$ cat config.mk
export PLATFORM = sky130hd
export DESIGN_NAME = lc3_mem_arbiter
export DESIGN_NICKNAME = d
export VERILOG_FILES = /design/src/rtl/lc3_mem_arbiter.sv
export SDC_FILE = /design/constraint.sdc
export NUM_CORES = 1
export LEC_CHECK = 0
export ABC_AREA = 1
export CAP_MARGIN = 20
export CORE_UTILIZATION = 38
export DETAILED_ROUTE_END_ITERATION = 8
export GPL_ROUTABILITY_DRIVEN = 1
export GPL_TIMING_DRIVEN = 0
export PLACE_DENSITY_LB_ADDON = 0.2
export SYNTH_ARGS = -nofsm -noshare
export SYNTH_HDL_FRONTEND = slang
export SYNTH_SLANG_ARGS = --single-unit
$ cat constraint.sdc
create_clock -name clk -period 1.2 [get_ports clk]
set_input_delay 0.12 -clock clk [delete_from_list [all_inputs] [get_ports clk]]
set_output_delay 0.12 -clock clk [all_outputs]
set_load 0.05 [all_outputs]
$ cat src/rtl/lc3_mem_arbiter.sv
// rtl/lc3_mem_arbiter.sv - round-robin arbiter sharing the LC-3 single-port memory between CPU and DMA
module lc3_mem_arbiter #(
   parameter int MEM_LAT = 2,
   parameter int AW      = 16,
   parameter int DW      = 16
) (
   input  logic          clk,
   input  logic          rst,
   input  logic          cpu_req,
   input  logic          cpu_we,
   input  logic [AW-1:0] cpu_addr,
   input  logic [DW-1:0] cpu_wdata,
   output logic [DW-1:0] cpu_rdata,
   output logic          cpu_ready,
   input  logic          dma_req,
   input  logic          dma_we,
   input  logic [AW-1:0] dma_addr,
   input  logic [DW-1:0] dma_wdata,
   output logic [DW-1:0] dma_rdata,
   output logic          dma_ready,
   output logic          mem_en,
   output logic          mem_we,
   output logic [AW-1:0] mem_addr,
   output logic [DW-1:0] mem_wdata,
   input  logic [DW-1:0] mem_rdata,
   output logic          busy
);

   localparam int CW = 4;
   localparam logic [CW-1:0] CNT_INIT = CW'(MEM_LAT - 1);

   typedef enum logic [1:0] {
      IDLE,
      ACCESS,
      DONE
   } state_t;

   state_t        state;
   logic [CW-1:0] cnt;
   logic          last_dma;
   logic          gnt_dma;
   logic          pick_dma;

   // DMA wins only when it is alone, or on a tie when the CPU was served last.
   assign pick_dma = dma_req && (!cpu_req || !last_dma);

   always_ff @(posedge clk or negedge rst) begin
      if (!rst) begin
         state     <= IDLE;
         cnt       <= '0;
         last_dma  <= 1'b1;
         gnt_dma   <= 1'b0;
         cpu_rdata <= '0;
         dma_rdata <= '0;
         cpu_ready <= 1'b0;
         dma_ready <= 1'b0;
         mem_en    <= 1'b0;
         mem_we    <= 1'b0;
         mem_addr  <= '0;
         mem_wdata <= '0;
         busy      <= 1'b0;
      end else begin
         cpu_ready <= 1'b0;
         dma_ready <= 1'b0;
         case (state)
            IDLE: begin
               if (cpu_req || dma_req) begin
                  gnt_dma   <= pick_dma;
                  mem_we    <= pick_dma ? dma_we    : cpu_we;
                  mem_addr  <= pick_dma ? dma_addr  : cpu_addr;
                  mem_wdata <= pick_dma ? dma_wdata : cpu_wdata;
                  mem_en    <= 1'b1;
                  busy      <= 1'b1;
                  cnt       <= CNT_INIT;
                  state     <= ACCESS;
               end
            end
            ACCESS: begin
               if (cnt == '0) begin
                  // mem_we still holds the latched direction of this access
                  if (!mem_we) begin
                     if (gnt_dma) dma_rdata <= mem_rdata;
                     else         cpu_rdata <= mem_rdata;
                  end
                  mem_en    <= 1'b0;
                  mem_we    <= 1'b0;
                  cpu_ready <= !gnt_dma;
                  dma_ready <= gnt_dma;
                  state     <= DONE;
               end else begin
                  cnt <= cnt - 1'b1;
               end
            end
            DONE: begin
               last_dma <= gnt_dma;
               busy     <= 1'b0;
               state    <= IDLE;
            end
            default: begin
               mem_en <= 1'b0;
               mem_we <= 1'b0;
               busy   <= 1'b0;
               state  <= IDLE;
            end
         endcase
      end
   end

endmodule
======== After elaboration in Yosys (flattened, before gate mapping) ========
Index checks and enable logic that the tools add are counted.
cells by class
  add/subtract/negate cells ............... 1
  equal/unequal tests ..................... 5
  multiplexer cells ....................... 19
  bitwise operators ....................... 4
  reduce and logical (&&, ||, !) cells .... 16
operators by type and width
  cell                                               number
  2-to-1 mux 16 bit                                  2
  2-to-1 mux 1 bit                                   8
  2-to-1 mux 4 bit                                   2
  one-hot mux 4 bit (2 select lines)                 1
  AND reduction 4 bit                                2
  != test 2 bit (second input constant)              3
  one-hot mux 1 bit (3 select lines)                 2
  AND reduction 2 bit                                3
  AND reduction 3 bit                                2
  logical NOT 4 bit                                  1
  2-to-1 mux 2 bit                                   2
  inverter 1 bit                                     4
  one-hot mux 2 bit (2 select lines)                 1
  subtractor 4 x 1 -> 4 bit (second input constant)  1
  logical NOT 1 bit                                  3
  == test 2 x 1 -> 1 bit (second input constant)     1
  == test 2 bit (second input constant)              1
  logical NOT 2 bit                                  1
  logical OR 1 bit                                   2
  one-hot mux 1 bit (2 select lines)                 1
  nonzero test 2 bit                                 1
  logical AND 1 bit                                  1
storage, ports and cells
  flip-flop bits (word level) ............. 77
  output and inout bits ................... 69
  word-level logic and storage cells ...... 58

======== Longest topological paths before layout ========
  depth in word-level cells ............... 6
  depth in mapped cells ................... 8
  gate-level depth less buffers ........... 7

======== Least setup slack after synthesis ========
Ideal clock, no wire load.
  kind .................................... flip-flop to flip-flop
  start point ............................. register mem_we
  end point ............................... register cpu_rdata[0]
  arrival ................................. 1.287 ns
  data required time ...................... 1.081 ns
  path slack .............................. -0.206 ns
  stages on the path, launching flop included .. 6
  buffers on the path ..................... 1
  period minus slack after synthesis ...... 1.406 ns
  cells stage by stage .................... dfrtp_1 -> nor2_2 -> nand2_4 -> buf_6 -> nand2_1 -> nand2_1
on the way
  longest elaborated chain between the ends .. 2
ends and longest elaborated chain
  what                           RTL line  RTL
  start, declared                22        output logic mem_we,
  start signal, assigned         69        mem_we <= pick_dma ? dma_we : cpu_we;
  inverter 1 bit (no line)       --
  AND reduction 4 bit (no line)  --
  end signal, assigned           83        else cpu_rdata <= mem_rdata;
  end, declared                  13        output logic [DW-1:0] cpu_rdata,
Every way passes these cells.
A chain may end at the register's enable or synchronous reset.

======== Worst setup path in the final report ========
  start point ............................. register cnt[1]
  end point ............................... register cpu_rdata[13]
on the way
  longest elaborated chain between the ends .. 2
ends and longest elaborated chain
  what                           RTL line  RTL
  start, declared                39        logic [CW-1:0] cnt;
  start signal, assigned         91        cnt <= cnt - 1'b1;
  logical NOT 4 bit              79        if (cnt == '0) begin
  AND reduction 4 bit (no line)  --
Every way passes these cells.

==> flow_metrics.tcl <==
set metrics [dict create \
    vias 3652 \
    ys_warn_count 0 \
    slew_headroom_pct 62.5 \
    yosys_register_bits 77 \
    antenna_left 0 \
    vias_per_cell 4.87 \
    root_buffer "clkbuf_8" \
    synth-edff-count 0 \
    cts_tree "done" \
    violations "setup timing" \
    die_h_um 98.6 \
    io_buffers 153 \
    gp_congestion 0.800 \
    rows 34 \
    syn_to_final_growth_pct 66.8 \
    syn-cell-area_sq_um 3540 \
    synth.distinct_cells 24 \
    worstSkewPairLatency_ns 0.34 \
    setup_viol 70 \
    fmax_ghz 0.752 \
    timing.hold.ws_ns 0.276 \
    leakage_nw 3.06 \
    placedCellCount 710 \
    antenna_cells 0 \
    grt_max_degree 42 \
    ios 155 \
    skew_ns 0.00647 \
    drt-total-wl_um 10600 \
    clkSinkCount 77 \
    dieArea_sq_um 9720 \
    routedWlPerCell_um 14.2 \
    hp-class "input pin to asynchronous set/reset pin" \
    tightest_slew_ns 0.562 \
    grt_pass1_vias 3484 \
    post-route-period-util_pct 111 \
    avgSynthCellArea_sq_um 7.91 \
    gr-total-overflow 0 \
    cp.arrival_ns 1.56 \
    rsz0062_at_grt "true" \
    maxCapViolations 0 \
    grtUsageTotal_pct 20.7 \
    die_x_um 98.6 \
    slew_violations 0 \
    setup_slack_ns -0.130 \
    crit_fanout 7 \
    tns_ns -6.12 \
    critPathKind "flop to flop" \
    clkSlewWorstSetupHoldPaths_ns 0.08 \
    crit_required_ns 1.43 \
    ir_drop_mv 1.36 \
    synth_ff_type "dfrtp_1" \
    power_mw 17.8 \
    status "complete, but fails checks" \
    syn_inst 448 \
    fp.coreArea_sq_um 8890 \
    drc 0 \
    cts.path.max_buffers 2 \
    grt_first_pass_wirelength_um 16000 \
    worstSetupStartpointType "flop" \
    drive_gt1_share_pct 38.0 \
    seq_area_frac_synth_pct 54.4 \
    firstDrtPassIters 4 \
    fin_nets 725 \
    hold_viol_final 0 \
    endpoint_kind "flop" \
    synth_nets 536 \
    htree_levels 3 \
    async_flop_share_pct 100 \
    place_hpwl_um 7090 \
    post-route-min-period_ns 1.33 \
    drtIter0Drc 119 \
    final_cells 750 \
    initial_core_util_pct 39.9 \
    cts_made_buffers 9 \
    cellPowerDensity_nw_per_um2 3020 \
    grt_antenna_before_repair 0 \
]
-- state kept, by name, summed over array words and instances, names as in the netlist --
signal	count
busy	1
cnt	4
cpu_rdata	16
cpu_ready	1
dma_rdata	16
dma_ready	1
gnt_dma	1
last_dma	1
mem_addr	16
mem_en	1
mem_wdata	16
mem_we	1
state	2
-- path summary, 6_finish.rpt --
check | start | endpoint | slack [ns] | cells past startpoint
worst max register to register | cnt[1]$_DFFE_PN0P_ | cpu_rdata[13]$_DFFE_PN0P_ | -0.13 | 8
worst min register to register | mem_wdata[4]$_DFFE_PN0P_ | mem_wdata[4]$_DFFE_PN0P_ | 0.47 | 2
min in group clk | dma_req | mem_addr[2]$_DFFE_PN0P_ | 0.28 | 5
max in group asynchronous | rst | last_dma$_DFFE_PN1N_ | 0.28 | 3
worst max-delay path | cnt[1]$_DFFE_PN0P_ | cpu_rdata[13]$_DFFE_PN0P_ | -0.13 | 8
worst min-delay path | rst | cpu_rdata[8]$_DFFE_PN0P_ | 0.28 | 2
-- synthesized netlist by cell type, types with 2 or more instances --
library cell	count	share of area, %
nand2_1	242	26
dfrtp_1	76	54
nand3_1	70	9.9
buf_2	13	1.8
inv_1	9	0.95
nor2_1	6	0.64
clkbuf_1	4	0.42
o21ai_0	4	0.56
buf_4	3	0.64
nand2_2	3	0.53
buf_1	2	0.21
buf_6	2	0.64
ha_1	2	0.71
nand2_4	2	0.64
-- cells by family after synthesis --
family / Yosys count / synth area share, %
simple gates: 327 / 38.6
flops: 77 / 54.4
buf+inv: 34 / 4.80
compound gates: 7 / 1.24
fa+ha+maj: 2 / 0.706
xor+xnor: 1 / 0.247
-- area by class of cell --
class,instances,area (sq um)
Multi-Input combinational cell,339,1860
Timing Repair Buffer,176,1460
Sequential cell,77,1930
Buffer,24,220
Tap cell,108,135
Clock inverter,6,134
Clock buffer,10,128
Fill cell,724,2980
Inverter,10,37.5
-- metal layers --
metal  vias to the layer above  global-route usage (%)  share of wire [%]
li1                       1788                       -                  -
met1                      1698                    24.6                 42
met2                       152                    36.0                 49
met3                        14                    5.82                7.6
met4                         0                    7.46                1.4
met5                         -                       0                  0
-- through the flow --
step	instance area [sq um]	setup WS (ns)	utilization, %
floorplan	3570	-0.0611	-
global placement	5240	-2.97	58.9
detailed placement	5260	-0.419	59.1
CTS	5580	-0.107	62.8
global route	5910	-0.187	66.5
finish	5910	-0.130	66.5
-- critical path, stage by stage, from the launching register on --
cell     delay [ns]
dfrtp_1        0.41
inv_2          0.09
ha_4           0.14
nand2_4        0.06
nor2_8         0.17
nand2_4        0.10
buf_6          0.15
nand2_2        0.06
nand2_2        0.05
-- report_power, final --
| part | switching, mW | leakage (nW) | total (mW) | internal (mW) |
|---|---|---|---|---|
| clock | 0.943 | 0.131 | 2.54 | 1.60 |
| combinational | 7.42 | 1.99 | 10.6 | 3.15 |
| sequential | 0.843 | 0.936 | 4.72 | 3.88 |
| total | 9.20 | 3.06 | 17.8 | 8.62 |
-- what timing repair did --
item,4_1_cts,5_1_grt
pin swaps,4,30
hold buffers,1,0
gates resized for setup,350,146
gates cloned,3,5
endpoints found under the hold margin,36,0
setup buffers,8,7
setup endpoints to repair,140,96
-- placed cells by master (no fill, tap or decap), types with 2 or more instances in the layout --
master,count
buf_1,2
buf_4,15
nand3_2,11
buf_8,4
o21ai_2,3
ha_4,2
clkdlybuf4s50_1,82
nand2_8,4
inv_1,5
nand2_4,10
buf_2,73
dfrtp_1,75
nor2_4,2
clkbuf_16,2
nand3_1,59
buf_12,3
bufinv_16,4
nor2_2,2
buf_6,13
inv_2,5
nand2_2,71
clkbuf_8,10
nor2_1,4
nand2_1,164
Note: power is estimated with default switching activity, not from simulation.
==> RTL edit 1 (config.mk and constraints unchanged) <==
Make the reset (`rst`) synchronous in one clocked block.
--- a/src/rtl/lc3_mem_arbiter.sv
+++ b/src/rtl/lc3_mem_arbiter.sv
@@ -45,5 +45,5 @@
    assign pick_dma = dma_req && (!cpu_req || !last_dma);
 
-   always_ff @(posedge clk or negedge rst) begin
+   always_ff @(posedge clk) begin
       if (!rst) begin
          state     <= IDLE;
Function: differs if rst is asserted again (counterexample within 4 cycles, from zero or initial values and one cycle with rst low); with rst held inactive, the same outputs for 10 cycles.
==> RTL edit 1 against the original RTL <==
The flow still finishes with violations (setup timing). Clock skew is 9.3 ps higher. Global-route usage up 1.5 points. Area after synthesis shrank 5.0%. Sequential cell count unchanged. Sequential share of layout area is 3.9 points lower. Routed wire length decreased by 8.2%. Setup slack worse by 13 ps. Final area shrank 8.9%. Final cell count rose by 7.1%. Critical path type unchanged.
Power is not compared: it rests on default switching activity, and its combinational part moved more than twofold at a synthesized area within 25%.
==> RTL edit 1: results (changes against the original RTL) <==
Status
The run finished, with violations left. The checks that failed: setup timing.

Detailed routing
The post-route met1 wirelength was 4.009 mm (-9.5%). The wire length on met2 is 4.860 mm (-7.5%). The wire length after detailed routing is 9.763 mm (-8.2%). The violation count after the first detailed-route iteration is 61 (-49%). The wire length on met3 is 764 um (-5.4%). The via count normalized by instance count is 4.615 (-5.2%).

Power
The final total power is around 7.8 mW.

Layout
The clock buffer and inverter area fraction after layout is 0.03438 (-0.009863). The ratio of cells with drive above 1 in the final layout is 0.2736 (-0.1064). The layout buffer count excluding clock buffers came to 196 (-2.0%). The number of inserted filler cells in the final layout is 758 (+4.7%). The flip-flop and latch count is 77 (unchanged).

The number of cells in the finished layout apart from fillers came to 803 (+7.1%). The area of combinational cells with multiple inputs is 1762 um2 (-5.5%). The sequential portion of the cell area is 0.2878 (-0.03861).

The number of clock-tree buffers in the layout came to 12 (+2). The final-stage net count is 782 (+7.9%). The final-layout non-clock buffer area share is 0.3062 (+0.02144).

CTS
The post-CTS resize count is 274 (-22%). The post-CTS setup-driven buffer insertion count is 11 (+3).

Global route
The global-route met3 utilization was 0.05450 (-0.003654). The pin count of the biggest net entering global routing came to 13 (-69%). The met2 global-route usage was 0.4131 (+0.05288). The wire length of the first global-routing pass is 15.90 mm (-0.69%). The total routing resource utilization after global routing is 0.2220 (+0.01459). The via count of the first global-routing pass is 3645 (+4.6%).

Worst hold path
The worst hold-check path type is primary input to register.

Synthesis
The async set-reset flop share out of synthesis is 0 (-1.000). The sequential-to-total area share from yosys stat was 0.4580 (-0.08615). The post-synthesis cell count is 514 (+15%). The area share of xor/xnor cells in the synthesized design is 0.002602 (+0.0001305). Yosys attributes the largest share of cell area to sky130_fd_sc_hd__dfxtp_1 46%, sky130_fd_sc_hd__nand2_1 27%, sky130_fd_sc_hd__nor2_1 8.3%, sky130_fd_sc_hd__a21oi_1 6.1%, sky130_fd_sc_hd__inv_1 2.9%. The net count after synthesis is 602 (+12%). The synthesized-area fraction occupied by ao, oa, aoi and oai cells is 0.06952 (+0.05716). The adder-cell area share of the yosys netlist came to 0.007435 (+0.0003728).

Setup path
The most critical setup path has its startpoint at cnt[1]. In this run the critical register-to-register path is captured at cpu_rdata[11]. The delay of the slowest cell on the worst path is 320 ps (-90 ps).

Among all stages on the critical path, the largest delay is contributed by sky130_fd_sc_hd__dfxtp_2.

Placement
The detailed placement HPWL is 7.003 mm (-1.3%). The last weighted congestion value of the routability-driven placer is 0.8139 (+1.7%). The worst setup slack after placement is -488.7 ps (-69.28 ps).

STA
The minimum hold slack came to 87.77 ps (-187.8 ps). The final clock skew is 15.73 ps (+9.262 ps). The number of setup violations in the final report is 65 (-7.1%). The setup slack of the critical path after layout is -142.2 ps (-12.71 ps).
==> RTL edit 1: changes by cell type after synthesis, moves of 2 or more <==
cell                       delta
sky130_fd_sc_hd__a21oi_1     +41
sky130_fd_sc_hd__buf_4        -3
sky130_fd_sc_hd__buf_6        +4
sky130_fd_sc_hd__clkbuf_1     +2
sky130_fd_sc_hd__dfrtp_1     -76
sky130_fd_sc_hd__dfxtp_1     +77
sky130_fd_sc_hd__inv_1       +17
sky130_fd_sc_hd__nand2_1      +2
sky130_fd_sc_hd__nand2_2      -3
sky130_fd_sc_hd__nand2_4      -2
sky130_fd_sc_hd__nand3_1     -64
sky130_fd_sc_hd__nor2_1      +68
sky130_fd_sc_hd__nor3_1       +2
==> RTL edit 1: through the flow <==
| step | TNS [ps] | instance area, um2 |
|---|---|---|
| 2_1_floorplan | 0 | 3392 |
| 3_3_place_gp | -20460 | 5055 |
| 3_5_place_dp | -22220 | 5055 |
| 4_1_cts | -3227 | 5554 |
| 5_1_grt | -9621 | 5386 |
| 6_report | -4108 | 5386 |
==> RTL edit 2 (config.mk and constraints unchanged) <==
Made on the original files. Set the parameter `DW` to 20 (it was 16).
--- a/src/rtl/lc3_mem_arbiter.sv
+++ b/src/rtl/lc3_mem_arbiter.sv
@@ -3,5 +3,5 @@
    parameter int MEM_LAT = 2,
    parameter int AW      = 16,
-   parameter int DW      = 16
+   parameter int DW      = 20
 ) (
    input  logic          clk,
Ports: changed (6 resized); port bits go from 155 to 179. No check against the original RTL was run, so the function may have changed too.
==> RTL edit 2 against the original RTL <==
The flow still finishes with violations (setup timing). Sequential cell count rose by 12. Final area rose by 15%. Area after synthesis rose by 16%. Total power rose by 14%. Routed wire length rose by 21%. Setup slack got worse by 30 ps. Non-clock buffer count rose by 42. Clock skew rose by 5.3 ps. Critical endpoint is now dma_rdata[6].
==> RTL edit 2: results (changes against the original RTL) <==
Layout
The final-stage net count is 847 (+17%). The antenna cell count is 0 (unchanged). In the final layout, the registers with the most flip-flops are cpu_rdata: 20 flops, dma_rdata: 20 flops, mem_wdata: 20 flops.

The number of inserted filler cells in the final layout is 916 (+27%). The ratio of cells with drive above 1 in the final layout is 0.3351 (-0.04496).

STA
The final clock skew came to 11.77 ps (+5.303 ps). The number of setup violations in the final report came to 83 (+19%). The minimum hold slack was 234.4 ps (-41.13 ps). The setup slack of the critical path after layout is -160.0 ps (-30.42 ps). The normalized max-slew margin came to 0.7315 (+0.1063).

Global route
The number of antenna violations at the first check in global routing was 0 (unchanged). The pin count of the biggest net entering global routing came to 62 (+48%). The total routing resource utilization after global routing is 0.2344 (+0.02699). The wire length of the first global-routing pass is 20.71 mm (+29%).

Synthesis
The number of synthesis warnings was 0 (unchanged). In the synthesized netlist, the cells that appear most often are 283 x sky130_fd_sc_hd__nand2_1, 88 x sky130_fd_sc_hd__dfrtp_1, 85 x sky130_fd_sc_hd__nand3_1, 14 x sky130_fd_sc_hd__buf_2. The sequential-to-total area share from yosys stat is 0.5405 (-0.003622).

The library cell occupying the most area in the post-synthesis netlist is sky130_fd_sc_hd__dfrtp_1. The number of unique standard cell types used by synthesis is 22 (-8.3%). After synthesis, the cell types taking the most area are sky130_fd_sc_hd__dfrtp_1 53%, sky130_fd_sc_hd__nand2_1 26%, sky130_fd_sc_hd__nand3_1 10%, sky130_fd_sc_hd__buf_4 1.8%, sky130_fd_sc_hd__buf_2 1.7%. The mean instance size in the synthesized netlist was 7.853 um2 (-0.72%). The net count after synthesis was 625 (+17%).

CTS
The clock insertion delay at the later pin of the skew report is 360 ps (+20 ps). The H-tree depth is 3 (unchanged). The maximum buffer depth of the clock tree came to 2 (unchanged).

The clock-pin transition on the worst setup and hold timing paths is about 90 ps. The number of buffers added by the clock tree synthesis step is 9 (unchanged).

Worst hold path
In this run the worst hold path is classified as primary input to async pin.

Detailed routing
The via count normalized by instance count is 4.859 (-0.21%). The routed length per instance came to 14.49 um (+2.2%). The wire length after detailed routing came to 12.87 mm (+21%). The first-pass iteration count of the detailed router came to 4 (unchanged). The violation count after the first detailed-route iteration is 181 (+52%).

Power
The internal power came to 9.621 mW (+12%). The leakage dissipation is 3.523 nW (+15%). The maximum resistive drop on vdd is 1.448 mV (+6.7%).

Placement
The number of placed instances with taps included is 840 (+18%). The detailed placement HPWL is 8.330 mm (+17%). The worst setup slack after placement is -355.4 ps (+64.06 ps). The cell area reported after detailed placement is 6118 um2 (+16%).

The port buffer count came to 178 (+16%). The last weighted congestion value of the routability-driven placer came to 0.8432 (+5.3%).

Setup path
The data arrival time at the worst-slack endpoint is 1660 ps (+100 ps). The worst-path maximum fanout is 5 (-2). The destination of the worst register-to-register timing path is dma_rdata[6]. The largest single stage delay on the critical path is 400 ps.

Status
The flow ran to the end, but the final reports show violations. The final reports fail on setup timing.
==> RTL edit 2: cell type report <==
type | instances | area share
clock inverters | 3 | 0.009603
well taps | 136 | 0.02512
clock buffers | 13 | 0.02345
plain buffers | 31 | 0.04211
multi-input cells | 394 | 0.3023
inverters | 11 | 0.006464
repair buffers | 211 | 0.2617
flip-flops and latches | 89 | 0.3293
==> RTL edit 2: what timing repair did <==
item,CTS,global route
endpoints found under the hold margin,28,0
gates cloned,10,2
hold buffers,1,0
resized for setup,509,44
setup buffers,13,7
endpoints found under the setup margin,162,86
pin swaps,34,34
==> RTL edit 2: how the worst max path moves through the flow <==
stage / to / slack (ps) / cells past startpoint
6_report: dma_rdata[6] / -160 / 8
5_1_grt: dma_rdata[8] / -220 / 8
4_1_cts: dma_rdata[11] / -120 / 8
3_5_place_dp: mem_we / -360 / 7
3_3_place_gp: mem_we / -3510 / 1
2_1_floorplan: cpu_rdata[0] / -20 / 8
==> RTL edit 2: worst max-delay path, delay by kind of cell (launching register included) <==
family | cells | cell delay (ps)
buffers and inverters | 3 | 400
DFF | 1 | 400
adders and majority gates | 1 | 160
and+or+nand+nor | 4 | 350
==> RTL edit 2: layer usage <==
| metal | track usage | vias up | routed length [um] |
|---|---|---|---|
| met2 | 0.4012 | 175 | 6379 |
| met3 | 0.06438 | 25 | 1040 |
| met4 | 0.09226 | 0 | 281 |
| li1 | - | 2087 | - |
| met1 | 0.2781 | 2028 | 5167 |
| met5 | 0 | - | 0 |
==> RTL edit 2: cells by family (layout without fill, tap and decap cells) <==
| logic type | count (synthesis) | in the layout | synth area share |
|---|---|---|---|
| AND/OR/NAND/NOR | 385 | 385 | 0.3839 |
| buffers and inverters | 42 | 269 | 0.05888 |
| flip-flops | 89 | 89 | 0.5405 |
| AO/OA/AOI/OAI | 6 | 6 | 0.008499 |
| XOR/XNOR | 1 | 1 | 0.002125 |
| adder cells (fa/ha/maj) | 2 | 2 | 0.006069 |
==> RTL edit 2: stage by stage <==
step / setup TNS (ps) / total power, mW / util
after floorplan: -806.7 / 13.20 / -
after CTS: -6649 / 19.54 / 0.6252
final: -8038 / 20.33 / 0.6505
after global routing: -14320 / 21.53 / 0.6505
after global placement: -303630 / 17.13 / 0.5850
after detailed placement: -23730 / 17.33 / 0.5874
==> RTL edit 2: power by group through the flow <==
stage               clock network [mW]  registers, mW  logic [mW]
global placement                     0           5.32        11.8
global route                      2.46           5.50        13.6
finish                            2.32           5.31        12.7
detailed placement                   0           5.35        12.0
CTS                               2.36           5.27        11.9
floorplan                            0           9.88        3.32
